[src/rtl/alu_sequencer.sv]
// Command sequencer for the 8-bit ALU datapath: queues requests, walks each one through LOAD/EXEC,
// captures the ALU result into a valid/ready response and keeps a running accumulator for chaining.
module alu_sequencer #(
    parameter int WIDTH     = 8,
    parameter int CMD_DEPTH = 4
) (
    input  logic             clk,
    input  logic             rst,
    input  logic             cmd_valid,
    output logic             cmd_ready,
    input  logic [2:0]       cmd_op,
    input  logic             cmd_acc,
    input  logic [WIDTH-1:0] cmd_a,
    input  logic [WIDTH-1:0] cmd_b,
    output logic [2:0]       alu_in_sel,
    output logic [WIDTH-1:0] alu_num1,
    output logic [WIDTH-1:0] alu_num2,
    output logic [6:0]       alu_out_sel,
    input  logic [WIDTH-1:0] alu_result,
    input  logic             alu_overflow,
    output logic             rsp_valid,
    input  logic             rsp_ready,
    output logic [WIDTH-1:0] rsp_data,
    output logic             rsp_err,
    output logic             busy,
    output logic [2:0]       state,
    output logic [7:0]       err_count
);

    localparam int PW = $clog2(CMD_DEPTH);
    localparam int EW = 3 + 1 + 2 * WIDTH;
    localparam logic [PW:0] PTR_ONE  = 1;
    localparam logic [2:0]  OP_MULT  = 3'd6;
    localparam logic [2:0]  OP_CLEAR = 3'd7;

    typedef enum logic [2:0] {
        IDLE  = 3'd0,
        LOAD  = 3'd1,
        EXEC  = 3'd2,
        RESP  = 3'd3,
        ERROR = 3'd4
    } state_t;

    state_t            state_q, state_d;
    logic [EW-1:0]     fifo_mem [CMD_DEPTH];
    logic [PW:0]       wr_ptr_q, rd_ptr_q;
    logic              full, empty, push, pop;
    logic [EW-1:0]     head;
    logic [2:0]        head_op;
    logic              head_acc;
    logic [WIDTH-1:0]  head_a, head_b;

    logic [2:0]        cur_op_q, cur_op_d;
    logic [WIDTH-1:0]  acc_q, acc_d;
    logic [2:0]        in_sel_q, in_sel_d;
    logic [WIDTH-1:0]  num1_q, num1_d, num2_q, num2_d;
    logic [6:0]        out_sel_q, out_sel_d;
    logic              rsp_valid_q, rsp_valid_d;
    logic [WIDTH-1:0]  rsp_data_q, rsp_data_d;
    logic              rsp_err_q, rsp_err_d;
    logic [7:0]        err_count_q, err_count_d;
    logic              mult_err;

    // Output-mux select bit6 is AND (op 0) down to bit0 MULT (op 6); CLEAR selects nothing.
    function automatic logic [6:0] op_onehot(input logic [2:0] op);
        op_onehot = (op == OP_CLEAR) ? 7'b0000000 : (7'b1000000 >> op);
    endfunction

    // Full is judged on the registered pointers only, so a same-cycle pop never opens the gate.
    assign full  = (wr_ptr_q[PW] != rd_ptr_q[PW]) && (wr_ptr_q[PW-1:0] == rd_ptr_q[PW-1:0]);
    assign empty = (wr_ptr_q == rd_ptr_q);
    assign push  = cmd_valid && !full;
    assign pop   = (state_q == IDLE) && !empty;

    assign head     = fifo_mem[rd_ptr_q[PW-1:0]];
    assign head_op  = head[EW-1 -: 3];
    assign head_acc = head[2*WIDTH];
    assign head_a   = head[2*WIDTH-1 -: WIDTH];
    assign head_b   = head[WIDTH-1:0];

    always_ff @(posedge clk) begin
        if (push) begin
            fifo_mem[wr_ptr_q[PW-1:0]] <= {cmd_op, cmd_acc, cmd_a, cmd_b};
        end
    end

    always_comb begin
        state_d     = state_q;
        cur_op_d    = cur_op_q;
        acc_d       = acc_q;
        in_sel_d    = in_sel_q;
        num1_d      = num1_q;
        num2_d      = num2_q;
        out_sel_d   = out_sel_q;
        rsp_valid_d = rsp_valid_q;
        rsp_data_d  = rsp_data_q;
        rsp_err_d   = rsp_err_q;
        err_count_d = err_count_q;
        mult_err    = alu_overflow && (cur_op_q == OP_MULT);

        case (state_q)
            IDLE: begin
                in_sel_d  = 3'b001;
                num1_d    = '0;
                num2_d    = '0;
                out_sel_d = 7'b0000000;
                if (pop) begin
                    cur_op_d = head_op;
                    in_sel_d = (head_op == OP_CLEAR) ? 3'b001 : 3'b010;
                    num1_d   = head_acc ? acc_q : head_a;
                    num2_d   = head_b;
                    state_d  = LOAD;
                end
            end
            LOAD: begin
                out_sel_d = op_onehot(cur_op_q);
                state_d   = EXEC;
            end
            EXEC: begin
                rsp_data_d  = (cur_op_q == OP_CLEAR) ? '0 : alu_result;
                rsp_err_d   = mult_err;
                acc_d       = ((cur_op_q == OP_CLEAR) || mult_err) ? '0 : alu_result;
                rsp_valid_d = 1'b1;
                state_d     = RESP;
            end
            RESP: begin
                if (rsp_ready) begin
                    rsp_valid_d = 1'b0;
                    in_sel_d    = 3'b001;
                    num1_d      = '0;
                    num2_d      = '0;
                    out_sel_d   = 7'b0000000;
                    state_d     = rsp_err_q ? ERROR : IDLE;
                end
            end
            ERROR: begin
                in_sel_d    = 3'b001;
                err_count_d = (err_count_q == 8'hFF) ? 8'hFF : err_count_q + 8'd1;
                state_d     = IDLE;
            end
            default: state_d = IDLE;
        endcase
    end

    always_ff @(posedge clk or negedge rst) begin
        if (!rst) begin
            state_q     <= IDLE;
            wr_ptr_q    <= '0;
            rd_ptr_q    <= '0;
            cur_op_q    <= '0;
            acc_q       <= '0;
            in_sel_q    <= 3'b001;
            num1_q      <= '0;
            num2_q      <= '0;
            out_sel_q   <= 7'b0000000;
            rsp_valid_q <= 1'b0;
            rsp_data_q  <= '0;
            rsp_err_q   <= 1'b0;
            err_count_q <= 8'd0;
        end else begin
            state_q     <= state_d;
            if (push) wr_ptr_q <= wr_ptr_q + PTR_ONE;
            if (pop)  rd_ptr_q <= rd_ptr_q + PTR_ONE;
            cur_op_q    <= cur_op_d;
            acc_q       <= acc_d;
            in_sel_q    <= in_sel_d;
            num1_q      <= num1_d;
            num2_q      <= num2_d;
            out_sel_q   <= out_sel_d;
            rsp_valid_q <= rsp_valid_d;
            rsp_data_q  <= rsp_data_d;
            rsp_err_q   <= rsp_err_d;
            err_count_q <= err_count_d;
        end
    end

    assign cmd_ready   = !full;
    assign busy        = (state_q != IDLE) || !empty;
    assign state       = state_q;
    assign alu_in_sel  = in_sel_q;
    assign alu_num1    = num1_q;
    assign alu_num2    = num2_q;
    assign alu_out_sel = out_sel_q;
    assign rsp_valid   = rsp_valid_q;
    assign rsp_data    = rsp_data_q;
    assign rsp_err     = rsp_err_q;
    assign err_count   = err_count_q;

endmodule

[config.mk]
export PLATFORM = sky130hd
export DESIGN_NAME = alu_sequencer
export DESIGN_NICKNAME = d
export VERILOG_FILES = /design/src/rtl/alu_sequencer.sv
export SDC_FILE = /design/constraint.sdc
export NUM_CORES = 1
export LEC_CHECK = 0
export ABC_CLOCK_PERIOD_IN_PS = 2800
export BUFFER_PORTS_ARGS = -buffer_cell sky130_fd_sc_hd__buf_2
export CORE_MARGIN = 10
export CORE_UTILIZATION = 57
export DETAILED_ROUTE_END_ITERATION = 7
export GPL_ROUTABILITY_DRIVEN = 0
export PLACE_DENSITY = 0.84
export RECOVER_POWER = 50
export SETUP_SLACK_MARGIN = 0.2
export SYNTH_ARGS = -nofsm -noshare
export SYNTH_HDL_FRONTEND = slang
export SYNTH_SLANG_ARGS = --single-unit
export TNS_END_PERCENT = 5
[constraint.sdc]
create_clock -name clk -period 2.8 [get_ports clk]
set_clock_uncertainty 0.2 [all_clocks]
set_input_delay 0.56 -clock clk [delete_from_list [all_inputs] [get_ports clk]]
set_output_delay 0.56 -clock clk [all_outputs]
set_load 0.1 [all_outputs]
Word-level counts from Yosys, hierarchy flattened --
Memory sizes are Yosys's and may differ from the RTL's. Cells that the tools add are included.
Word-level totals: flip-flop bits (word level) 64, latch bits 0, bits in writable memories 80, memory bits (read-only) 0, logic and storage cells 75, memories 1
Cells by class: add/sub/neg operators 3, multipliers 0, divide/modulo/power cells 0, order comparisons 0, equal/unequal tests 13, shift operators 1, muxes and demuxes 24, bitwise logic cells 0, reduce and logical (&&, ||, !) cells 20
Memories:
- fifo_mem | depth 4, bits a word 20, read ports 1, clocked after Yosys merged registers in 0, wr ports 1, line 45 | logic [EW-1:0] fifo_mem [CMD_DEPTH];
Operators by type and width (number):
- $mux 8 | 7
- $pmux 8 s2 | 2
- $pmux 7 s3 | 1
- $mux 7 | 2
- $eq 3x3->1 const B | 4
- $mux 3 | 4
- $pmux 3 s4 | 1
- $reduce_and 2->1 | 6
- $pmux 3 s3 | 1
- $reduce_bool 3->1 | 3
- $add 8x1->8 const B | 1
- $eq 8x8->1 const B | 1
- $shr 7x3->7 const A | 1
- $add 3x1->3 const B | 2
- $eq 3x2->1 const B | 2
- $logic_and 1x1->1 | 4
- $mux 2 | 2
- $ne 2x2->1 const B | 2
- $reduce_bool 2->1 | 2
- $eq 3x1->1 const B | 1
- $eq 3x3->1 | 1
- $logic_not 3->1 | 1
- $mux 1 | 3
- $eq 2x2->1 | 1
- other kinds (4) | 6

Logic depth before layout (Yosys ltp) --
depth after elaboration 6, mapped depth 6, depth with buffers taken out 4

Worst setup path after synthesis --
Ideal clock, no wire load.
path kind register to output, start register state_q[0] (netlist: state[0]), end output port busy, arrival 2.116 ns, data required time 2.040 ns, slack -0.076 ns, stages on the path, launching flop included 4, path buffers 1, cell sequence dfrtp_1 > buf_2 > nor3_2 > nand3_1
On the way: longest elaborated chain between the ends 2
RTL lines:
- start, declared | line 44 | state_t state_q, state_d;
- start signal, assigned | line 161 | state_q <= state_d;
- $reduce_bool 3->1 | line 178 | assign busy = (state_q != IDLE) || !empty;
- $logic_or 1x1->1 | line 178
- end, declared | line 25 | output logic busy,
No other way between the ends.

Final worst setup path --
start register wr_ptr_q[1], end output port cmd_ready
On the way: longest elaborated chain between the ends 3
RTL lines:
- start, declared | line 46 | logic [PW:0] wr_ptr_q, rd_ptr_q;
- start signal, assigned | line 162 | if (push) wr_ptr_q <= wr_ptr_q + PTR_ONE;
- $eq 2x2->1 | line 70 | assign full = (wr_ptr_q[PW] != rd_ptr_q[PW]) && (wr_ptr_q[PW-1:0] == rd_ptr_q[PW-1:0]);
- $logic_and 1x1->1 | line 70
- $logic_not 1->1 | line 177 | assign cmd_ready = !full;
- end, declared | line 10 | output logic cmd_ready,
No other way between the ends.

==> impl_metrics.yaml <==
status:
  status: "complete, but fails checks"
  violations: "max-capacitance violations, max-slew violations"
route:
  wl_per_cell_um: 20.9
  vias: 3339
  dr.pass1.iters: 5
  viasPerCell: 5.89
  remaining_drc_errors: 0
  ant_nets: 0
  drt_iter0_markers: 339
  drt_wl_total_um: 11900
setup_path:
  timing.critical_path.from_type: "flop"
  setup.worst_path.end_class: "output port"
  crit_fanout: 6
  worstPathArrival_ns: 1.83
  rrSetupSlack_ns: 0.30
  reg2reg_depth: 3
  cp.required_ns: 2.04
  r2r_start: "state[1]$_DFFE_PN0P_"
  timing.rr.end: "rsp_data[7]$_DFFE_PN0P_"
  crit_type: "flop to output port"
hold_path:
  min_to: "rsp_data[6]$_DFFE_PN0P_"
  hp-start: "alu_result[6]"
  hold_path_depth: 2
  hold_class: "input port to flop"
clock_network:
  htreeDepth: 4
  cts_tree: "built"
  postCtsSetupRepairBufs: 0
  clk_latency_ns: 0.52
  clockRootBuffer: "clkbuf_8"
  clock-sinks: 143
  cts_made_buffers: 17
  cts.reportedPaths.clkPinSlew_ns: 0.07
  clockBufferDepth: 2
yosys:
  synth_area_sq_mm: 0.00569
  async_flop_share_pct: 44.1
  synthDistinctLibCells: 53
  synth_ff_type: "edfxtp_1"
  netlist.area_leader.share_pct: 42.3
  synth_largest_area_cell: "edfxtp_1"
  ys_seq_elements: 143
  postSynthAreaPerCell_sq_um: 17.4
  synthCells: 327
  synth_edf_count: 80
  yosysWarnings: 0
  ys_top_cells_by_area: "edfxtp_1, dfrtp_1, mux4_2"
  syn_nets: 366
  seq_area_frac_synth_pct: 70.0
cells_and_area:
  drive_gt1_share_pct: 30.0
  area_growth_pct: 20.4
  multiInputGateArea_sq_mm: 0.00158
  instances_no_fill: 567
  nets: 460
  fin_util_pct: 70.3
  n_antenna_cell: 0
  nFillCells: 669
  ff_latch_area_sq_mm: 0.00398
global_routing:
  grt_max_degree: 38
  grt_pass1_vias: 3525
  overflow: 0
  grt_pass1_wl_um: 18800
  grt_antenna_before_repair: 0
  grtUsageTotal_pct: 16.7
floorplanning:
  die_area_sq_mm: 0.0144
  start_util_pct: 58.4
  ios: 82
  die_h_um: 120
  fp.dieW_um: 120
  coreArea_sq_mm: 0.00973
  rows: 36
sta:
  slew_violations: 27
  fin_crit_sh_pct: 92.6
  fin_tns_setup_ns: 0
  slew_headroom_pct: -2.57
  setup_ws_ns: 0.207
  finalSetupViolCount: 0
  layout_min_cycle_time_ns: 2.59
  tightest_slew_ns: 1.54
  rsz0062_at_grt: "no"
  fmax_ghz: 0.386
  hold_viol: 0
placed_design:
  dp_cells: 534
  dp_hpwl_um: 7750
  port_buffers: 80
  dp_slack_ns: 0.380
power_and_ir_drop:
  ir_worst_vdd_v: 0.000739
  power_density_mw_per_mm2: 1350
  leakage_nw: 2.77
job:
  drv_cap: 1
-- layer usage --
layer	GRT usage [%]	up-vias	share of wire, %
met1	20.1	1720	41
met2	27.5	121	51
li1	-	1493	-
met3	6.00	5	7.3
met4	5.66	0	0.55
met5	0	-	0
-- how the worst max path moves through the flow --
stage	startpoint	to	slack, ns
detailed placement	rsp_ready	alu_num2[3]$_DFFE_PN0P_	0.38
finish	wr_ptr_q[1]$_DFFE_PN0P_	cmd_ready	0.21
CTS	state[1]$_DFFE_PN0P_	busy	0.20
global placement	rsp_ready	alu_num2[4]$_DFFE_PN0P_	0.52
global route	rd_ptr_q[0]$_DFFE_PN0P_	alu_num1[3]$_DFFE_PN0P_	0.11
floorplan	state[2]$_DFFE_PN0P_	err_count[7]$_DFFE_PN0N_	0.25
-- Yosys cell counts (5+ instances only) --
cell       instances
a22o_1            30
buf_2              5
inv_1              5
a21oi_1            8
edfxtp_1          80
nand2_1            9
mux2i_1            8
nand3_1            9
ha_1               6
o2bb2ai_1          9
o21ai_0            5
dfrtp_1           62
nor2_1             6
mux4_2            20
-- cells in the final DEF, fill, tap and decap left out, drive strengths merged, types with 3 or more instances in the layout --
cell     count
dfrtp       62
bufinv       3
o31ai        3
o21ai        6
inv         13
nor2         6
edfxtp      80
mux2i        8
xor2         4
nor2b        3
mux2         6
xnor2        4
buf         66
nand3        9
a22o        30
nor3         3
nand2        9
and2         3
o2bb2ai      9
mux4        20
a21oi        8
clkbuf      40
ha           6
-- metrics by stage --
step | instance area (sq um) | hold slack (ns) | power, mW
2_1_floorplan | 5700 | 0.0644 | 6.17
3_3_place_gp | 6270 | 0.260 | 6.87
3_5_place_dp | 6270 | 0.259 | 7.00
4_1_cts | 6900 | 0.0218 | 9.35
5_1_grt | 6840 | 0.0648 | 9.61
6_report | 6840 | 0.0719 | 9.22
-- registers in the layout (all words and copies together) (netlist names) --
| name | cells |
|---|---|
| acc_q | 8 |
| alu_in_sel | 2 |
| alu_num1 | 8 |
| alu_num2 | 8 |
| alu_out_sel | 7 |
| cur_op_q | 3 |
| err_count | 8 |
| fifo_mem | 80 |
| rd_ptr_q | 3 |
| rsp_data | 8 |
| rsp_err | 1 |
| rsp_valid | 1 |
| state | 3 |
| wr_ptr_q | 3 |
-- final cells by class --
class | count | share of cell area [%]
flip-flops and latches | 143 | 58.2
repair buffers | 90 | 7.13
clock inverters | 15 | 2.93
multi-input cells | 164 | 23.0
inverters | 5 | 0.274
well taps | 133 | 2.43
clock buffers | 17 | 6.05
-- power by group --
group / switching, mW / internal [mW]
Sequential: 0.356 / 2.85
Clock: 0.929 / 1.39
Combinational: 2.63 / 1.06
-- critical path: stages (launching register included) --
cell	delay, ns
dfrtp_1	0.42
xor2_1	0.19
clkbuf_1	0.28
nor2_2	0.10
nand2_1	0.13
buf_12	0.18
-- logic make-up (layout without fill, tap and decap cells) --
logic type	Yosys count	count (layout)	synth area share, %
xor+xnor	8	8	1.23
mux	34	34	10.5
compound gates	66	66	9.75
fa+ha+maj	6	6	1.32
flops	143	143	70.0
other cells	1	1	0.0660
simple gates	49	49	5.02
buf+inv	20	127	2.09
-- repair_timing --
item / 4_1_cts / 5_1_grt
hold buffers: 1 / 0
gates resized for setup: 1 / 1
endpoints found under the setup margin: 1 / 1
endpoints found under the hold margin: 25 / 0
No activity file was read; power rests on OpenSTA's default activity.
